--- src/rtl/hlcpu_pkg.sv ---
// Shared definitions for the writeback path: datapath widths, the discard
// register number and the queued-result record.
package hlcpu_pkg;

  localparam int DATA_W = 16;
  localparam int SEL_W  = 4;

  // Writes to this register are discarded by the register file.
  localparam logic [SEL_W-1:0] ZERO_REG = 4'd0;

  // One queued result: destination select plus value.
  typedef struct packed {
    logic [SEL_W-1:0]  sel;
    logic [DATA_W-1:0] data;
  } wb_entry_t;

endpackage

--- src/rtl/wb_queue_mem.sv ---
// Storage for the writeback queue: DEPTH entries, two write ports and two
// combinational read ports (head and head+1). Pointer management lives in
// reg_writeback. With REG_WRITEBACK_BYPASS_EN defined, every entry is also
// exported so the parent can search the queue.
module wb_queue_mem #(
  parameter int EW    = 20,
  parameter int DEPTH = 4,
  parameter int AW    = $clog2(DEPTH)
) (
  input  logic          clk,
  input  logic          rst_n,
  input  logic          we0_i,
  input  logic [AW-1:0] waddr0_i,
  input  logic [EW-1:0] wdata0_i,
  input  logic          we1_i,
  input  logic [AW-1:0] waddr1_i,
  input  logic [EW-1:0] wdata1_i,
  input  logic [AW-1:0] raddr0_i,
  output logic [EW-1:0] rdata0_o,
  input  logic [AW-1:0] raddr1_i,
  output logic [EW-1:0] rdata1_o
`ifdef REG_WRITEBACK_BYPASS_EN
  ,
  output logic [EW-1:0] ents_o [DEPTH]
`endif
);

  logic [EW-1:0] mem_q [DEPTH];

  // Entry storage; the two write addresses are always distinct when both fire.
  always_ff @(posedge clk or negedge rst_n) begin
    if (!rst_n) begin
      for (int i = 0; i < DEPTH; i++) begin
        mem_q[i] <= '0;
      end
    end else begin
      if (we0_i) begin
        mem_q[waddr0_i] <= wdata0_i;
      end
      if (we1_i) begin
        mem_q[waddr1_i] <= wdata1_i;
      end
    end
  end

  assign rdata0_o = mem_q[raddr0_i];
  assign rdata1_o = mem_q[raddr1_i];

`ifdef REG_WRITEBACK_BYPASS_EN
  assign ents_o = mem_q;
`endif

endmodule

--- src/rtl/reg_writeback.sv ---
// Writeback buffer between execution units and the register file.
// Accepts up to two results per cycle into an in-order queue and drains up
// to two per cycle onto the regfile write ports; a same-register pair at the
// head retires over two cycles so program order is kept.
// Optional feature macro: REG_WRITEBACK_BYPASS_EN (queue lookup port).
module reg_writeback
  import hlcpu_pkg::*;
#(
  parameter int DATA_W = hlcpu_pkg::DATA_W,
  parameter int SEL_W  = hlcpu_pkg::SEL_W,
  parameter int DEPTH  = 4
) (
  input  logic                    clk,
  input  logic                    rst_n,
  input  logic                    res0_valid,
  output logic                    res0_ready,
  input  logic [SEL_W-1:0]        res0_sel,
  input  logic [DATA_W-1:0]       res0_data,
  input  logic                    res1_valid,
  output logic                    res1_ready,
  input  logic [SEL_W-1:0]        res1_sel,
  input  logic [DATA_W-1:0]       res1_data,
  output logic [SEL_W-1:0]        wr1_sel,
  output logic [DATA_W-1:0]       wr1_data,
  output logic [SEL_W-1:0]        wr2_sel,
  output logic [DATA_W-1:0]       wr2_data,
  output logic [$clog2(DEPTH):0]  count
`ifdef REG_WRITEBACK_BYPASS_EN
  ,
  input  logic [SEL_W-1:0]        byp_sel,
  output logic                    byp_hit,
  output logic [DATA_W-1:0]       byp_data
`endif
);

  localparam int AW = $clog2(DEPTH);
  localparam int CW = AW + 1;
  localparam int EW = SEL_W + DATA_W;
  localparam logic [SEL_W-1:0] IDLE_SEL = SEL_W'(ZERO_REG);

  // Queue pointers and occupancy
  logic [AW-1:0] head_q, head_d;
  logic [AW-1:0] tail_q, tail_d;
  logic [CW-1:0] count_q, count_d;

  // Head-side read data and drain decision
  logic [AW-1:0] head_nx_s;
  logic [EW-1:0] head_ent_s, next_ent_s;
  logic [1:0]    pops_s;

  // Admission and enqueue
  logic [CW:0]   free_s;
  logic          push0_s, push1_s;
  logic [1:0]    pushes_s;
  logic          we0_s, we1_s;
  logic [AW-1:0] waddr0_s, waddr1_s;
  logic [EW-1:0] wdata0_s, wdata1_s;

`ifdef REG_WRITEBACK_BYPASS_EN
  logic [EW-1:0] ents_s [DEPTH];
`endif

  assign head_nx_s = head_q + AW'(1);

  wb_queue_mem #(
    .EW    (EW),
    .DEPTH (DEPTH),
    .AW    (AW)
  ) u_mem (
    .clk      (clk),
    .rst_n    (rst_n),
    .we0_i    (we0_s),
    .waddr0_i (waddr0_s),
    .wdata0_i (wdata0_s),
    .we1_i    (we1_s),
    .waddr1_i (waddr1_s),
    .wdata1_i (wdata1_s),
    .raddr0_i (head_q),
    .rdata0_o (head_ent_s),
    .raddr1_i (head_nx_s),
    .rdata1_o (next_ent_s)
`ifdef REG_WRITEBACK_BYPASS_EN
    ,
    .ents_o   (ents_s)
`endif
  );

  // Drain: pick up to two head entries for the write ports, skipping the
  // second when it targets the same register as the first.
  always_comb begin
    pops_s   = 2'd0;
    wr1_sel  = IDLE_SEL;
    wr1_data = '0;
    wr2_sel  = IDLE_SEL;
    wr2_data = '0;
    if ((count_q >= CW'(2)) &&
        (next_ent_s[EW-1 -: SEL_W] != head_ent_s[EW-1 -: SEL_W])) begin
      pops_s   = 2'd2;
      wr1_sel  = head_ent_s[EW-1 -: SEL_W];
      wr1_data = head_ent_s[DATA_W-1:0];
      wr2_sel  = next_ent_s[EW-1 -: SEL_W];
      wr2_data = next_ent_s[DATA_W-1:0];
    end else if (count_q >= CW'(1)) begin
      pops_s   = 2'd1;
      wr1_sel  = head_ent_s[EW-1 -: SEL_W];
      wr1_data = head_ent_s[DATA_W-1:0];
    end else begin
      pops_s   = 2'd0;
    end
  end

  // Admission: slots freed by this cycle's drain count as free, so a full
  // queue keeps accepting at the drain rate.
  always_comb begin
    free_s     = (CW+1)'(DEPTH) - {1'b0, count_q} + (CW+1)'(pops_s);
    res0_ready = (free_s >= (CW+1)'(1));
    if (res0_valid) begin
      res1_ready = (free_s >= (CW+1)'(2));
    end else begin
      res1_ready = (free_s >= (CW+1)'(1));
    end
  end

  // Enqueue: accepted res0 goes to the tail, accepted res1 behind it; a lone
  // res1 takes the tail slot itself.
  always_comb begin
    push0_s  = res0_valid && res0_ready;
    push1_s  = res1_valid && res1_ready;
    pushes_s = {1'b0, push0_s} + {1'b0, push1_s};
    we0_s    = 1'b0;
    waddr0_s = tail_q;
    wdata0_s = {res0_sel, res0_data};
    we1_s    = 1'b0;
    waddr1_s = tail_q + AW'(1);
    wdata1_s = {res1_sel, res1_data};
    if (push0_s) begin
      we0_s = 1'b1;
      we1_s = push1_s;
    end else if (push1_s) begin
      we0_s    = 1'b1;
      wdata0_s = {res1_sel, res1_data};
    end else begin
      we0_s = 1'b0;
    end
  end

  // Next-state for pointers and occupancy; pointers wrap modulo DEPTH.
  always_comb begin
    head_d  = head_q + AW'(pops_s);
    tail_d  = tail_q + AW'(pushes_s);
    count_d = count_q - CW'(pops_s) + CW'(pushes_s);
  end

  // Pointer and occupancy registers.
  always_ff @(posedge clk or negedge rst_n) begin
    if (!rst_n) begin
      head_q  <= '0;
      tail_q  <= '0;
      count_q <= '0;
    end else begin
      head_q  <= head_d;
      tail_q  <= tail_d;
      count_q <= count_d;
    end
  end

  assign count = count_q;

`ifdef REG_WRITEBACK_BYPASS_EN
  // Bypass lookup: scan oldest to youngest so the youngest match wins.
  always_comb begin
    logic [AW-1:0] idx_v;
    logic          match_v;
    idx_v    = '0;
    match_v  = 1'b0;
    byp_hit  = 1'b0;
    byp_data = '0;
    for (int i = 0; i < DEPTH; i++) begin
      idx_v    = head_q + AW'(i);
      match_v  = (CW'(i) < count_q) && (byp_sel != IDLE_SEL) &&
                 (ents_s[idx_v][EW-1 -: SEL_W] == byp_sel);
      byp_hit  = byp_hit | match_v;
      byp_data = match_v ? ents_s[idx_v][DATA_W-1:0] : byp_data;
    end
  end
`endif

endmodule

--- config.mk ---
export PLATFORM = sky130hd
export DESIGN_NAME = reg_writeback
export DESIGN_NICKNAME = d
export VERILOG_FILES = /design/src/rtl/hlcpu_pkg.sv /design/src/rtl/wb_queue_mem.sv /design/src/rtl/reg_writeback.sv
export SDC_FILE = /design/constraint.sdc
export NUM_CORES = 1
export LEC_CHECK = 0
export CORE_MARGIN = 10
export CORE_UTILIZATION = 40
export CTS_CLUSTER_SIZE = 30
export DETAILED_ROUTE_END_ITERATION = 16
export PLACE_DENSITY = 0.58
export SLEW_MARGIN = 5
export SYNTH_ARGS = -nofsm -noshare
export SYNTH_HDL_FRONTEND = slang
export SYNTH_SLANG_ARGS = --single-unit
export TNS_END_PERCENT = 100
--- constraint.sdc ---
create_clock -name clk -period 7.89 [get_ports clk]
set_input_delay 2.367 -clock clk [delete_from_list [all_inputs] [get_ports clk]]
set_output_delay 2.367 -clock clk [all_outputs]
set_load 0.01 [all_outputs]
---- Word level (Yosys, flattened, before mapping) ----
Index checks and enable logic that the tools add are counted.
storage, ports and cells
  register bits ........................... 87
  input bits .............................. 44
  output and inout bits ................... 45
  word-level logic and storage cells ...... 64
operators by class
  add/sub/neg operators ................... 9
  magnitude comparators ................... 10
  equality and inequality tests ........... 1
  mux-type cells .......................... 28
  bitwise operators ....................... 4
  reduce and logical (&&, ||, !) cells .... 5
operators by type and width
  operator                                                                             count
  80-bit bitwise mux                                                                   2
  20-bit 2-to-1 mux                                                                    8
  80-bit 2-to-1 mux                                                                    2
  20-bit binary-select mux with 2-bit select                                           2
  20-bit demux with 2-bit select                                                       2
  16-bit 2-to-1 mux                                                                    3
  3-bit greater-or-equal comparator, second input constant                             4
  4-bit 2-to-1 mux                                                                     3
  2-bit inverter with 3-bit output                                                     4
  3-bit by 1-bit less-than comparator with 1-bit output, second input constant         2
  1-bit logical AND                                                                    5
  1-bit 2-to-1 mux                                                                     5
  2-bit by 1-bit adder with 2-bit output, second input constant                        2
  2-bit adder                                                                          2
  4-bit by 2-bit adder with 4-bit output                                               1
  4-bit by 1-bit greater-or-equal comparator with 1-bit output, second input constant  1
  4-bit by 2-bit greater-or-equal comparator with 1-bit output, second input constant  1
  4-bit inequality test                                                                1
  3-bit by 3-bit subtractor with 4-bit output, first input constant                    1
  3-bit by 2-bit adder with 3-bit output                                               1
  3-bit by 1-bit greater-or-equal comparator with 1-bit output, second input constant  1
  3-bit by 2-bit greater-or-equal comparator with 1-bit output, second input constant  1
  3-bit by 2-bit subtractor with 3-bit output                                          1
  1-bit by 1-bit adder with 2-bit output                                               1
  2-bit 2-to-1 mux                                                                     1

---- Logic depth before layout (Yosys ltp) ----
  word-level depth ........................ 18
  gate-level depth with buffers ........... 24

---- Cells and area by module ----
From an unflattened synthesis, not the netlist that was laid out.
unflattened totals
  cell total of the unflattened synthesis .. 620
  area total of the unflattened synthesis .. 5958.2 um2
modules (own cells, without submodules)
  module         times used  cells an instance  area each (um2)
  wb_queue_mem   1           493                4734.5
  reg_writeback  1           127                1223.7

---- Worst setup path before layout ----
Ideal clock, no wire load.
  path type ............................... register to output
  start point ............................. register head_q[0]
  end point ............................... output res0_ready
  arrival time ............................ 3.047 ns
  setup slack ............................. 2.476 ns
  cell stages (with the launch flop) ...... 15
  path buffers ............................ 3
  cell sequence ........................... dfrtp_1 -> buf_6 -> mux2i_1 -> xnor2_1 -> o41a_1 -> o21ai_2 -> buf_6 -> nand2_1 -> ha_1 -> inv_1 -> fa_1 -> nor2b_1 -> o21a_1 -> clkinv_1 -> clkbuf_1
between the ends
  cells in the longest elaborated chain, start to end .. 10
  elaborated cells between the ends (all ways) .. 14
  classes of those cells .................. add/sub: 2; order compare: 1; eq/ne: 1; mux: 7; bitwise: 2; reduce/logical: 1
ends and longest elaborated chain
  what                                                            line                  RTL
  start, declared                                                 reg_writeback.sv:42   logic [AW-1:0] head_q, head_d;
  start signal, assigned                                          reg_writeback.sv:157  head_q <= '0;
  start signal, assigned                                          reg_writeback.sv:161  head_q <= head_d;
  2-bit by 1-bit adder with 2-bit output                          reg_writeback.sv:63   assign head_nx_s = head_q + AW'(1);
  2-bit inverter with 3-bit output (not written as such)          wb_queue_mem.sv:47    assign rdata1_o = mem_q[raddr1_i];
  20-bit binary-select mux with 2-bit select                      wb_queue_mem.sv:47
  20-bit 2-to-1 mux (not written as such) (2 in series)           wb_queue_mem.sv:47
  4-bit inequality test *                                         reg_writeback.sv:97   (next_ent_s[EW-1 -: SEL_W] != head_ent_s[EW-1 -: SEL_W])) begin
  1-bit logical AND *                                             reg_writeback.sv:96   if ((count_q >= CW'(2)) &&
  2-bit 2-to-1 mux *                                              reg_writeback.sv:96
  4-bit by 2-bit adder with 4-bit output *                        reg_writeback.sv:115  free_s = (CW+1)'(DEPTH) - {1'b0, count_q} + (CW+1)'(pops_s);
  4-bit by 1-bit greater-or-equal comparator with 1-bit output *  reg_writeback.sv:116  res0_ready = (free_s >= (CW+1)'(1));
  end, declared                                                   reg_writeback.sv:16   output logic res0_ready,
Every way passes the cells marked *; elsewhere a longest branch is shown, timed or not. The select of a mux whose other input is x is not followed.

---- Worst setup path in the final report ----
Same ends and word-level chain as after synthesis.

==> run_results.csv <==
group,metric,value,unit
sta,slew_viol_final,0,
sta,timing.fmax,156,MHz
yosys,synth_compound_area_share,19.6,%
sta,tns,0,ns
route,drc,0,
yosys,synth_top_family_by_area,"simple AND/OR/NAND/NOR gates",
cts,h-tree-depth,3,
critical_path,start_kind,"flop",
power_and_ir_drop,peakVddDrop,223,uV
global_route,grt_use_total,20.0,%
place,place_area,0.00751,sq mm
cts,cts_buffer_depth,2,
critical_path,max_stage_delay,0.86,ns
cells_and_area,fin_area,0.00782,sq mm
cells_and_area,final.fill_count,1481,
yosys,synthMuxAreaShare,15.3,%
yosys,ys_seq_area_share,33.6,%
die,dieArea,0.0217,sq mm
cells_and_area,drive_above_1_share,21.9,%
yosys,synth_cells,678,
die,floorplan.initialDensity,40.8,%
critical_path,critPathCaptureType,"output port",
yosys,netlist_area,0.00648,sq mm
critical_path,worst-path-buf-inv,3,
cts,ctsHoldBuffers,0,
yosys,yosysTopAreaCell,"dfrtp_1",
place,gp_congestion,0.808,
critical_path,worst_ep_required_time,5.52,ns
global_route,grt_pass1_wl,34.5,mm
yosys,synth_commonest_cells,"dfrtp_1 (87), a21oi_1 (81), nor2b_1 (65)",
yosys,synthFlopType,"dfrtp_1",
worst_hold_path,hold_end,"u_mem.mem_q[14]",
route,ant_nets,0,
power_and_ir_drop,seq_power_share,21.5,%
yosys,synth-xor-area-share,1.89,%
route,drt-initial-drc-count,628,
power_and_ir_drop,power_frac_comb,68.4,%
yosys,yosys_warnings,0,
power_and_ir_drop,p_leak,2.88,nW
yosys,synthArstFlopShare,100,%
route,avgViaCountPerCell,6.21,
cts,cts_buffers,9,
yosys,yosys.area_share.simple,22.1,%
critical_path,r2r_cells,18,
power_and_ir_drop,internal_power,2.60,mW
sta,fin_crit_sh,81.4,%
die,die_x,147,um
worst_hold_path,hp-start,"u_mem.mem_q[14]",
yosys,netlist-cell-type-count,37,
critical_path,worst_r2r_endpoint,"u_mem.mem_q[38]",
sta,period_needed,6.42,ns
sta,fin_worst_skew,0.00853,ns
sta,worst_slew_pin_slew,1.06,ns
cts,clock_latency,0.35,ns
critical_path,slowest_stage,"dfrtp_2",
global_route,grt_max_degree,58,
place,dp_hpwl,13.4,mm
yosys,yosys-top-cells-area,"dfrtp_1 (34%), mux4_2 (14%), o221a_2 (7.0%)",
sta,hold_violations,0,
cells_and_area,fin_cells,950,
place,port_buffers,88,
worst_hold_path,hold_path_depth,2,
die,row_count,46,
critical_path,critPathKind,"reg2out",
yosys,synth_nets,734,
die,num_io_pins,89,
critical_path,worst-path-max-fanout,27,
power_and_ir_drop,p_switching,2.00,mW
die,die_h,147,um
run,drv_cap,0,
global_route,antenna_found_initial,0,
sta,rsz0062_at_grt,"no",
critical_path,timing.rr.start,"head_q[0]",
die,core-area,0.0159,sq mm
global_route,overflow,0,
cells_and_area,fin_nets,785,
route,via_count,5898,
power_and_ir_drop,clockPowerShare,10.1,%
critical_path,path_cells,"mux2i_1, xnor2_1, o41a_1, o21ai_2, nand2_1, ha_1, inv_1, fa_1, nor2b_1, o21a_1, clkinv_1, clkdlybuf4s50_1",
route,wire_per_inst,23.0,um
yosys,synthAdderAreaFrac,2.55,%
place,place_inst,934,
power_and_ir_drop,swShare,43.5,%
cts,cts_root_buffer,"clkbuf_16",
route,dr.pass1.iters,6,
yosys,avgSynthCellArea,9.55,sq um
yosys,synth_edf_count,0,
sta,setup_violations,0,
critical_path,cp_top_family,"flip-flops",
critical_path,cp.depth,12,
sta,relSlewSlack,29.1,%
power_and_ir_drop,p_per_area,589,mW/mm^2
critical_path,arrival,4.05,ns
cts,clk_pin_slew,0.07,ns
worst_hold_path,hp-class,"reg2reg",
cts,cts_setup_buffers,0,
cells_and_area,antenna_cells,0,
cells_and_area,area_growth,20.8,%
cts,ctsResizeCount,0,
yosys,ys_ff_latch,87,
critical_path,rrSetupSlack,1.90,ns
route,drt-total-wl,21.9,mm
outcome,status,"complete, no violations",
cts,clkSinkCount,87,
cts,cts_tree,"yes",
yosys,synth.most_common_cell,"dfrtp_1",
global_route,grt_pass1_vias,5930,
yosys,yosysTopAreaCellShare,33.6,%
==> cells in the final DEF (no fill, tap or decap), types with 40 or more instances in the layout <==
| cell | netlist | routed |
|---|---|---|
| o211ai_1 | 40 | 40 |
| nand2_1 | 44 | 44 |
| clkdlybuf4s50_1 | 0 | 87 |
| dfrtp_1 | 87 | 85 |
| nor2_1 | 45 | 44 |
| mux4_2 | 40 | 40 |
| or2_2 | 41 | 41 |
| a21oi_1 | 81 | 81 |
| nor2b_1 | 65 | 64 |
| o221a_2 | 40 | 40 |
| nand4_1 | 40 | 40 |
==> how the worst max path moves through the flow <==
stage	from	endpoint	slack, ns
5_1_grt	head_q[0]	res0_ready	1.20
2_1_floorplan	head_q[0]	res0_ready	2.48
6_report	head_q[0]	res0_ready	1.47
3_5_place_dp	res0_valid	res1_ready	1.80
4_1_cts	head_q[0]	res0_ready	1.49
3_3_place_gp	res0_valid	res1_ready	1.80
==> state kept, by name, indices dropped and copies added (netlist names) <==
name         flops
u_mem.mem_q     80
tail_q           2
head_q           2
count            3
==> per-layer routing <==
layer / vias to the layer above / share of wire [%] / track usage [%]
met1: 2978 / 43 / 25.3
met2: 270 / 49 / 33.5
li1: 2614 / - / -
met3: 36 / 6.4 / 4.12
met4: 0 / 1.9 / 6.24
met5: - / 0 / 0
==> cells by family (layout without fill, tap and decap cells) <==
group / Yosys count / in the layout
xor+xnor: 14 / 14
flops: 87 / 87
buf+inv: 77 / 133
fa+ha+maj: 12 / 12
compound gates: 175 / 175
simple gates: 264 / 264
mux: 49 / 49
==> layout make-up <==
cell class                 count  area (sq um)  area share, %
multi-input combinational    514          3990           51.0
sequential                    87          2180           27.9
timing repair buffer         106          1030           13.1
tap                          216           270           3.45
clock buffer                  10           229           2.93
clock inverter                 6          85.1           1.09
inverter                      11          41.3          0.528
==> worst reg2reg max path: cells and delay by family, from the launching register on <==
kind            cells  cell delay, ns
compound gates      6            2.06
simple gates        4            1.23
flops               1            0.86
buf+inv             4            0.74
fa+ha+maj           2            0.63
mux                 1            0.30
xor+xnor            1            0.11
==> power by group through the flow <==
stage | Combinational (mW) | Clock (mW) | Sequential (mW)
6_report | 3.15 | 0.465 | 0.990
5_1_grt | 3.44 | 0.492 | 1.03
4_1_cts | 3.17 | 0.473 | 0.978
3_5_place_dp | 3.15 | 0 | 0.986
3_3_place_gp | 3.09 | 0 | 0.972
2_1_floorplan | 2.17 | 0 | 0.846
==> through the flow <==
step                      total power, mW  utilization, %  setup WS (ns)  hold slack (ns)
after floorplan                      3.02               -           2.48            0.503
after global placement               4.06            47.3           1.80            0.531
after detailed placement             4.14            47.3           1.80            0.548
after CTS                            4.62            49.2           1.49            0.562
after global routing                 4.96            49.2           1.20            0.602
final                                4.61            49.2           1.47            0.558
Power figures use the tool's default switching activity.
==> RTL change: new RTL, same flow settings <==
The option `REG_WRITEBACK_BYPASS_EN` is turned on by a define.
--- a/src/rtl/wb_queue_mem.sv
+++ b/src/rtl/wb_queue_mem.sv
@@ -4,2 +4,4 @@
 // exported so the parent can search the queue.
+`define REG_WRITEBACK_BYPASS_EN
+
 module wb_queue_mem #(
Interface: changed (added byp_data, byp_hit and byp_sel); port bits go from 89 to 110. The function was not compared with the original's and may differ.
==> RTL change against the original RTL <==
  * Fmax shrank 16%
  * Synthesized area is 7.8% higher
  * Power increased by 17%
  * Cell area grew 9.5%
  * Cell count increased by 17%
  * Worst setup slack worse by 1300 ps
  * Synthesized cell count increased by 19%
  * Sequential cell count unchanged
  * First-iteration DRC count increased by 5.4%
  * Register-to-register slack worse by 400 ps
  * Non-clock buffer count is 31 higher
  * Routed wire length up 22%
  * Critical path depth is 3 lower
  * Critical endpoint is now byp_data[13]
==> RTL change: results (changes against the original RTL) <==
[setup_path]
regToRegSetupSlack_ps=1500  ; -400 ps
cp-endpoint=byp_data[13]
critical_path.top_delay_family=buffers and inverters
worst-path-max-fanout=17  ; -37%
max_stage_delay_ps=660  ; -200 ps
r2r-end=u_mem.ents_o[64]
cp-startpoint=byp_sel[3]
ff2ff_path_depth=20  ; +2
cp.arrival_ps=5310  ; +1260 ps
slowest_stage=clkdlybuf4s50_1

[timing]
worst_pin_slew_ps=995  ; -63.2 ps
worst_slack_ps=211  ; -1260 ps
hold_ws_ps=623  ; +64.5 ps
finClkSkew_ps=7.54  ; -0.992 ps
slew_viol_final=0  ; unchanged

[synth]
synth_seq_area_share_pct=31.2  ; -2.4 points
synth_fa_ha_area_share_pct=2.01  ; -0.54 points
synthMuxAreaShare_pct=16.4  ; +1.1 points
synth.top_cells.by_area=dfrtp_1 31%, o22ai_1 7.3%, mux2i_1 6.2%, nor2_1 6.0%, a21oi_1 5.7%
synth_compound_area_share_pct=26.0  ; +6.4 points
yosys-top-cells-count=111 x nor2_1, 87 x dfrtp_1, 81 x o22ai_1
syn_avg_cell_area_um2=8.62  ; -9.8%
synth_nets=868  ; +18%
synth-xor-area-share_pct=3.76  ; +1.9 points
synthDistinctLibCells=52  ; +41%

[min_path]
worstHoldStart=u_mem.ents_o[34]
hold_end=u_mem.ents_o[34]

[global_route]
met3_usage_pct=5.45  ; +1.3 points
grt_pass1_vias=7076  ; +19%
grt_pass1_wl_mm=41.2  ; +19%
grt_max_degree=73  ; +26%
met2_usage_pct=36.5  ; +3.0 points
track_usage_pct=22.2  ; +2.2 points
grtUsageMet1_pct=26.8  ; +1.6 points

[detailed_routing]
totalWireLength_mm=26.7  ; +22%
drt-met1-wl_mm=11.0  ; +18%
top_layer_used=met4
dr_wl_met2_mm=12.7  ; +18%
wl_met3_mm=2.14  ; +53%
vias=6947  ; +18%
drt_iter0_drc=662  ; +5.4%
avgViaCountPerCell=6.26  ; +0.90%

[placement]
dp_hpwl_mm=17.7  ; +32%
io_buffers=109  ; +24%
place_congestion=0.822  ; +1.8%
dp.cells=1094  ; +17%
dp_slack_ps=296  ; -1510 ps

[pwr]
p_leak_nw=3.28  ; +14%

[layout]
fin_util_pct=49.9  ; +0.64 points
n_fill_cell=1604  ; +8.3%
drive_gt1_share_pct=12.3  ; -9.6 points
layout.nets=938  ; +19%
diodes=0  ; unchanged

[run_status]
outcome=finished clean

[RTL change: changes by cell type in the layout (fill, tap and decap cells not counted), moves of 34 or more]
| cell | before | now |
|---|---|---|
| o22ai_1 | 0 | 81 |
| nand4_1 | 40 | 0 |
| nor2b_1 | 64 | 6 |
| nor2_1 | 44 | 111 |
| or2_2 | 41 | 3 |
| o211ai_1 | 40 | 1 |
| o221a_2 | 40 | 0 |
| mux2i_1 | 9 | 43 |
[RTL change: area by class of cell]
cell class / instances / area share [%]
Multi-Input combinational cell: 630 / 51.5
Sequential cell: 87 / 25.5
Clock buffer: 10 / 2.67
Tap cell: 225 / 3.29
Inverter: 15 / 0.657
Clock inverter: 5 / 1.24
Timing Repair Buffer: 137 / 15.2
[RTL change: where the power goes]
part / switching (mW) / leakage, nW / internal, mW
registers: 0.311 / 0.954 / 0.691
logic: 2.04 / 2.17 / 1.85
clock network: 0.181 / 0.159 / 0.309
